===== src/rtl/mips_pkg.sv =====
// Shared constants and dump sequencer state type for the MIPS register file.
package mips_pkg;

  localparam int REG_W      = 32;
  localparam int REG_ADDR_W = 5;
  localparam int REG_ZERO   = 0;

  typedef enum logic {
    IDLE,
    SEND
  } dump_state_t;

endpackage


===== src/rtl/regfile_dump_seq.sv =====
// Debug dump sequencer: streams every register, in index order, over valid/ready.
module regfile_dump_seq
  import mips_pkg::*;
#(
  parameter int DATA_W = REG_W,
  parameter int ADDR_W = REG_ADDR_W
) (
  input  logic              clk,
  input  logic              nrst,
  input  logic              dump_start,
  input  logic              dump_ready,
  output logic [ADDR_W-1:0] rd_addr,
  input  logic [DATA_W-1:0] rd_data,
  output logic              dump_busy,
  output logic              dump_valid,
  output logic [ADDR_W-1:0] dump_idx,
  output logic [DATA_W-1:0] dump_data
);

  localparam logic [ADDR_W-1:0] LAST_IDX = '1;

  dump_state_t       state, state_nxt;
  logic [ADDR_W-1:0] idx_nxt;
  logic [DATA_W-1:0] data_nxt;

  // rd_addr always points at the index that would be captured on this edge,
  // so rd_data already carries any same-edge write through the bypass.
  always_comb begin
    state_nxt = state;
    idx_nxt   = dump_idx;
    data_nxt  = dump_data;
    rd_addr   = dump_idx + ADDR_W'(1);
    case (state)
      IDLE: begin
        rd_addr = '0;
        if (dump_start) begin
          state_nxt = SEND;
          idx_nxt   = '0;
          data_nxt  = rd_data;
        end
      end
      SEND: begin
        if (dump_ready) begin
          if (dump_idx == LAST_IDX) begin
            state_nxt = IDLE;
          end else begin
            idx_nxt  = rd_addr;
            data_nxt = rd_data;
          end
        end
      end
      default: state_nxt = IDLE;
    endcase
  end

  always_ff @(posedge clk) begin
    if (!nrst) begin
      state     <= IDLE;
      dump_idx  <= '0;
      dump_data <= '0;
    end else begin
      state     <= state_nxt;
      dump_idx  <= idx_nxt;
      dump_data <= data_nxt;
    end
  end

  assign dump_valid = (state == SEND);
  assign dump_busy  = (state == SEND);

endmodule


===== src/rtl/mips_regfile.sv =====
// 32x32 MIPS register file, r0 hard-wired to zero, write-to-read bypass.
// Optional dump sequencer compiled in with REGFILE_DUMP_EN.
module mips_regfile
  import mips_pkg::*;
#(
  parameter int DATA_W = REG_W,
  parameter int ADDR_W = REG_ADDR_W
) (
  input  logic              clk,
  input  logic              nrst,
  input  logic [ADDR_W-1:0] ra1,
  input  logic [ADDR_W-1:0] ra2,
  output logic [DATA_W-1:0] rd1,
  output logic [DATA_W-1:0] rd2,
  input  logic              we,
  input  logic [ADDR_W-1:0] wa,
  input  logic [DATA_W-1:0] wd,
  input  logic              dump_start,
  output logic              dump_busy,
  output logic              dump_valid,
  input  logic              dump_ready,
  output logic [ADDR_W-1:0] dump_idx,
  output logic [DATA_W-1:0] dump_data
);

  localparam int DEPTH = 2 ** ADDR_W;
  localparam logic [ADDR_W-1:0] ZERO_ADDR = ADDR_W'(REG_ZERO);

  logic [DATA_W-1:0] regs [DEPTH];

  function automatic logic [DATA_W-1:0] bypass_read(
    input logic [ADDR_W-1:0] addr,
    input logic [DATA_W-1:0] stored,
    input logic              wr_en,
    input logic [ADDR_W-1:0] wr_addr,
    input logic [DATA_W-1:0] wr_data
  );
    if (addr == ZERO_ADDR)
      return '0;
    else if (wr_en && (wr_addr == addr))
      return wr_data;
    else
      return stored;
  endfunction

  // Entry 0 is cleared by reset and never written afterwards.
  always_ff @(posedge clk) begin
    if (!nrst) begin
      for (int i = 0; i < DEPTH; i++)
        regs[i] <= '0;
    end else if (we && (wa != ZERO_ADDR)) begin
      regs[wa] <= wd;
    end
  end

  assign rd1 = bypass_read(ra1, regs[ra1], we, wa, wd);
  assign rd2 = bypass_read(ra2, regs[ra2], we, wa, wd);

`ifdef REGFILE_DUMP_EN
  logic [ADDR_W-1:0] dump_raddr;
  logic [DATA_W-1:0] dump_rdata;

  assign dump_rdata = bypass_read(dump_raddr, regs[dump_raddr], we, wa, wd);

  regfile_dump_seq #(
    .DATA_W(DATA_W),
    .ADDR_W(ADDR_W)
  ) u_dump_seq (
    .clk       (clk),
    .nrst      (nrst),
    .dump_start(dump_start),
    .dump_ready(dump_ready),
    .rd_addr   (dump_raddr),
    .rd_data   (dump_rdata),
    .dump_busy (dump_busy),
    .dump_valid(dump_valid),
    .dump_idx  (dump_idx),
    .dump_data (dump_data)
  );
`else
  logic unused_dump_in;
  assign unused_dump_in = &{1'b0, dump_start, dump_ready};

  assign dump_busy  = 1'b0;
  assign dump_valid = 1'b0;
  assign dump_idx   = '0;
  assign dump_data  = '0;
`endif

endmodule


===== config.mk =====
export PLATFORM = sky130hd
export DESIGN_NAME = mips_regfile
export DESIGN_NICKNAME = d
export VERILOG_FILES = /design/src/rtl/mips_pkg.sv /design/src/rtl/regfile_dump_seq.sv /design/src/rtl/mips_regfile.sv
export SDC_FILE = /design/constraint.sdc
export NUM_CORES = 2
export LEC_CHECK = 0
export ABC_CLOCK_PERIOD_IN_PS = 8450
export BUFFER_PORTS_ARGS = -buffer_cell sky130_fd_sc_hd__buf_2
export CORE_MARGIN = 4
export CORE_UTILIZATION = 55
export DETAILED_ROUTE_END_ITERATION = 10
export HOLD_SLACK_MARGIN = 0.1
export PLACE_DENSITY = 0.74
export SKIP_LAST_GASP = 1
export SLEW_MARGIN = 20
export SYNTH_ARGS = -nofsm -noshare
export SYNTH_HDL_FRONTEND = slang
export SYNTH_HIERARCHICAL = 1
export SYNTH_SLANG_ARGS = --single-unit

===== constraint.sdc =====
create_clock -name clk -period 8.45 [get_ports clk]
set_input_delay 0 -clock clk [delete_from_list [all_inputs] [get_ports clk]]
set_output_delay 0 -clock clk [all_outputs]
set_load 0.02 [all_outputs]

==> summary.txt <==
STA
  – Final Hold Vio Count: 0
  – Slew headroom: 16.3%
  – Fmax: 0.260 GHz
  – Final WS setup: 4600 ps
  – RSZ-0062 raised after global routing: false
  – Final-report max-slew violation count: 0
  – Worst Max-Slew Pin Slew: 1220 ps
  – Tmin final: 3850 ps
  – Final setup viols: 0
  – Final Cycle Share: 45.6%
  – Setup_tns: 0 ps

Die
  – Num ports: 155
  – Initial core utilization: 55.6%
  – Num rows: 115
  – Core area: 98,900 um^2
  – Die Area: 105,000 um^2
  – Die Wd: 324 um
  – Die H: 324 um

Status
  – Outcome: complete, no violations

Yosys
  – Mapped Cells: 3,783
  – Asr flop ratio synth: 0%
  – Area of the mapped netlist: 55,000 um^2
  – Mapped Avg Cell Area: 14.5 um^2
  – Ys Warns: 6
  – Number of flops mapped to enable cells by yosys: 1,024
  – Main area contributors after synthesis: edfxtp_1, mux4_2, and2_1, mux2i_1, clkbuf_1
  – Post-synth cell types: 51
  – Most used DFF post-synth: edfxtp_1
  – Yosys top cell area share: 55.9%
  – Sequential share of the synthesized area: 55.9%
  – #FFs+latches synth: 1,024
  – Cell taking the most area after synthesis: edfxtp_1

Detailed routing
  – DRT Wirelength: 182 mm
  – Drt via density: 7.08
  – DR iter-0 viols: 6,398
  – DRC violations left: 0
  – Post-detailed-route count of antenna-violating nets: 0
  – DR pass1 iterations: 8
  – Wire length per cell: 35.2 um
  – Via count: 36,490

Min path
  – Hold Crit Endpoint: regs[15][6]$_SDFFCE_PN0P_
  – HP Class: in -> reg
  – Hold path depth: 3
  – Hold Path Origin: we

GRT
  – Gr ovfl total: 0
  – First-pass GRT wire length: 256 mm
  – Initial antenna violation count: 13
  – Number of global-route vias before repair: 35,646
  – Total GRT Usage: 34.5%
  – Largest net degree at the start of global routing: 105

Clocking
  – CTS buffer count: 107
  – CTS tree: yes
  – Num Clock Sinks: 1,024
  – PostCTS Resize Cnt: 0
  – Clk root buf: clkbuf_16
  – H-tree depth: 3
  – Setup bufs post-CTS: 0
  – CTS Hold Bufs: 35
  – Clk slew on worst S/H paths: 60 ps
  – CTS max path bufs: 3

Power
  – PnR Total Power: 12,200 uW
  – Peak supply drop: 0.185 mV
  – P_leak: 0.0214 uW
  – Cell Pwr Density: 201 nW/um^2

Critical path
  – CP required: 8450 ps
  – Worst EP arrival: 3850 ps
  – Worst Path Max Fanout: 78
  – Setup CP Type: in -> out
  – Startpoint type of the worst setup path: primary input
  – Critical Path Sink Type: output pin

Layout
  – Share of cells above drive strength 1: 22.5%
  – Synth-to-layout area growth: 10.2%
  – Final nets: 3,824
  – Largest register by flop count: regs
  – Core Util, Final: 61.3%
  – Max reg flops: 1,024
  – Largest regs: regs x1024
  – Post-route insts no fill: 5,155

Placement
  – IO buf count: 113
  – Post-Place Cells: 4,914
  – Hpwl dp: 104 mm
  – Placer Congestion: 0.941
  – Place WS: 4530 ps

Run
  – Max-Cap Viols: 0
==> worst max path at each step <==
stage / start / slack (ps) / cells past startpoint / to
finish: ra2[0] / 4600 / 7 / rd2[10]
global placement: ra2[0] / 4480 / 8 / rd2[22]
CTS: ra2[0] / 4500 / 8 / rd2[22]
global route: ra2[0] / 4510 / 8 / rd2[22]
floorplan: wa[2] / 4890 / 4 / regs[10][0]$_SDFFCE_PN0P_
detailed placement: ra2[0] / 4530 / 8 / rd2[22]
==> Yosys cell counts (all sizes together), types with 3 or more instances <==
cell,n
a32oi,9
a221o,13
a221oi,4
nand4,3
o221ai,42
nor2,43
o221a,18
nor3,3
o2111ai,3
mux4,388
a21oi,78
a31oi,7
o211ai,10
o22ai,41
nand3,11
buf,150
xnor2,10
o21ai,40
o32ai,4
o22a,3
mux2,5
nand3b,4
a22o,55
edfxtp,1024
nor2b,5
nand2,36
or3b,3
inv,3
a2111oi,24
a211oi,7
and2,996
o31ai,4
a22oi,133
clkbuf,307
mux2i,281
==> critical path, stage by stage <==
cell	delay, ps
buf_8	650
buf_4	810
mux4_2	590
a2111oi_0	1070
a21oi_1	190
a22o_1	270
buf_2	160
==> per-stage QoR <==
stage                     area [um^2]  hold WS [ps]
after floorplan                 55300           198
after global placement          56900           632
after detailed placement        56900           631
after CTS                       60500           125
after global routing            60600           192
final                           60600           162
==> layout by cell type, fill, tap and decap left out, types with 35 or more instances in the layout <==
cell type	count
dlygate4sd3_1	35
conb_1	71
a21oi_1	78
edfxtp_1	1024
o221ai_1	42
a22o_1	55
mux4_2	388
nand2_1	36
and2_1	993
a22oi_1	133
buf_4	117
mux2i_1	281
buf_2	105
o22ai_1	41
clkbuf_16	111
==> layer usage <==
layer  global-route usage [%]  routed length [um]  up-vias
met1                     45.9               63600    18309
met3                     9.84               24900      627
met2                     51.0               79500     3042
li1                         -                   -    14500
met5                        0                 186        -
met4                     20.8               13300       12
==> layout make-up <==
type,instances,area [um^2]
fill,7212,38300
tap,1287,1610
inverter,3,11.3
clock buffer,140,2890
sequential,1024,30700
timing repair buffer,267,1940
antenna,12,30.0
multi-input combinational,2369,23000
clock inverter,53,400
==> cell families after synthesis <==
logic type	after synthesis	share of synthesized area, %
flip-flops	1024	55.9
AND/OR/NAND/NOR	1114	12.3
AO/OA/AOI/OAI	500	6.70
XOR/XNOR	10	0.159
buffers and inverters	460	3.79
multiplexers	674	21.1
other	1	0.00682
==> where the power goes <==
group          switching, uW  leakage [uW]  internal [uW]
logic                   1010       0.00999            606
registers                141       0.00975           5870
clock network           1970       0.00161           2570
total                   3120        0.0214           9050
(Power assumes the default switching activity.)
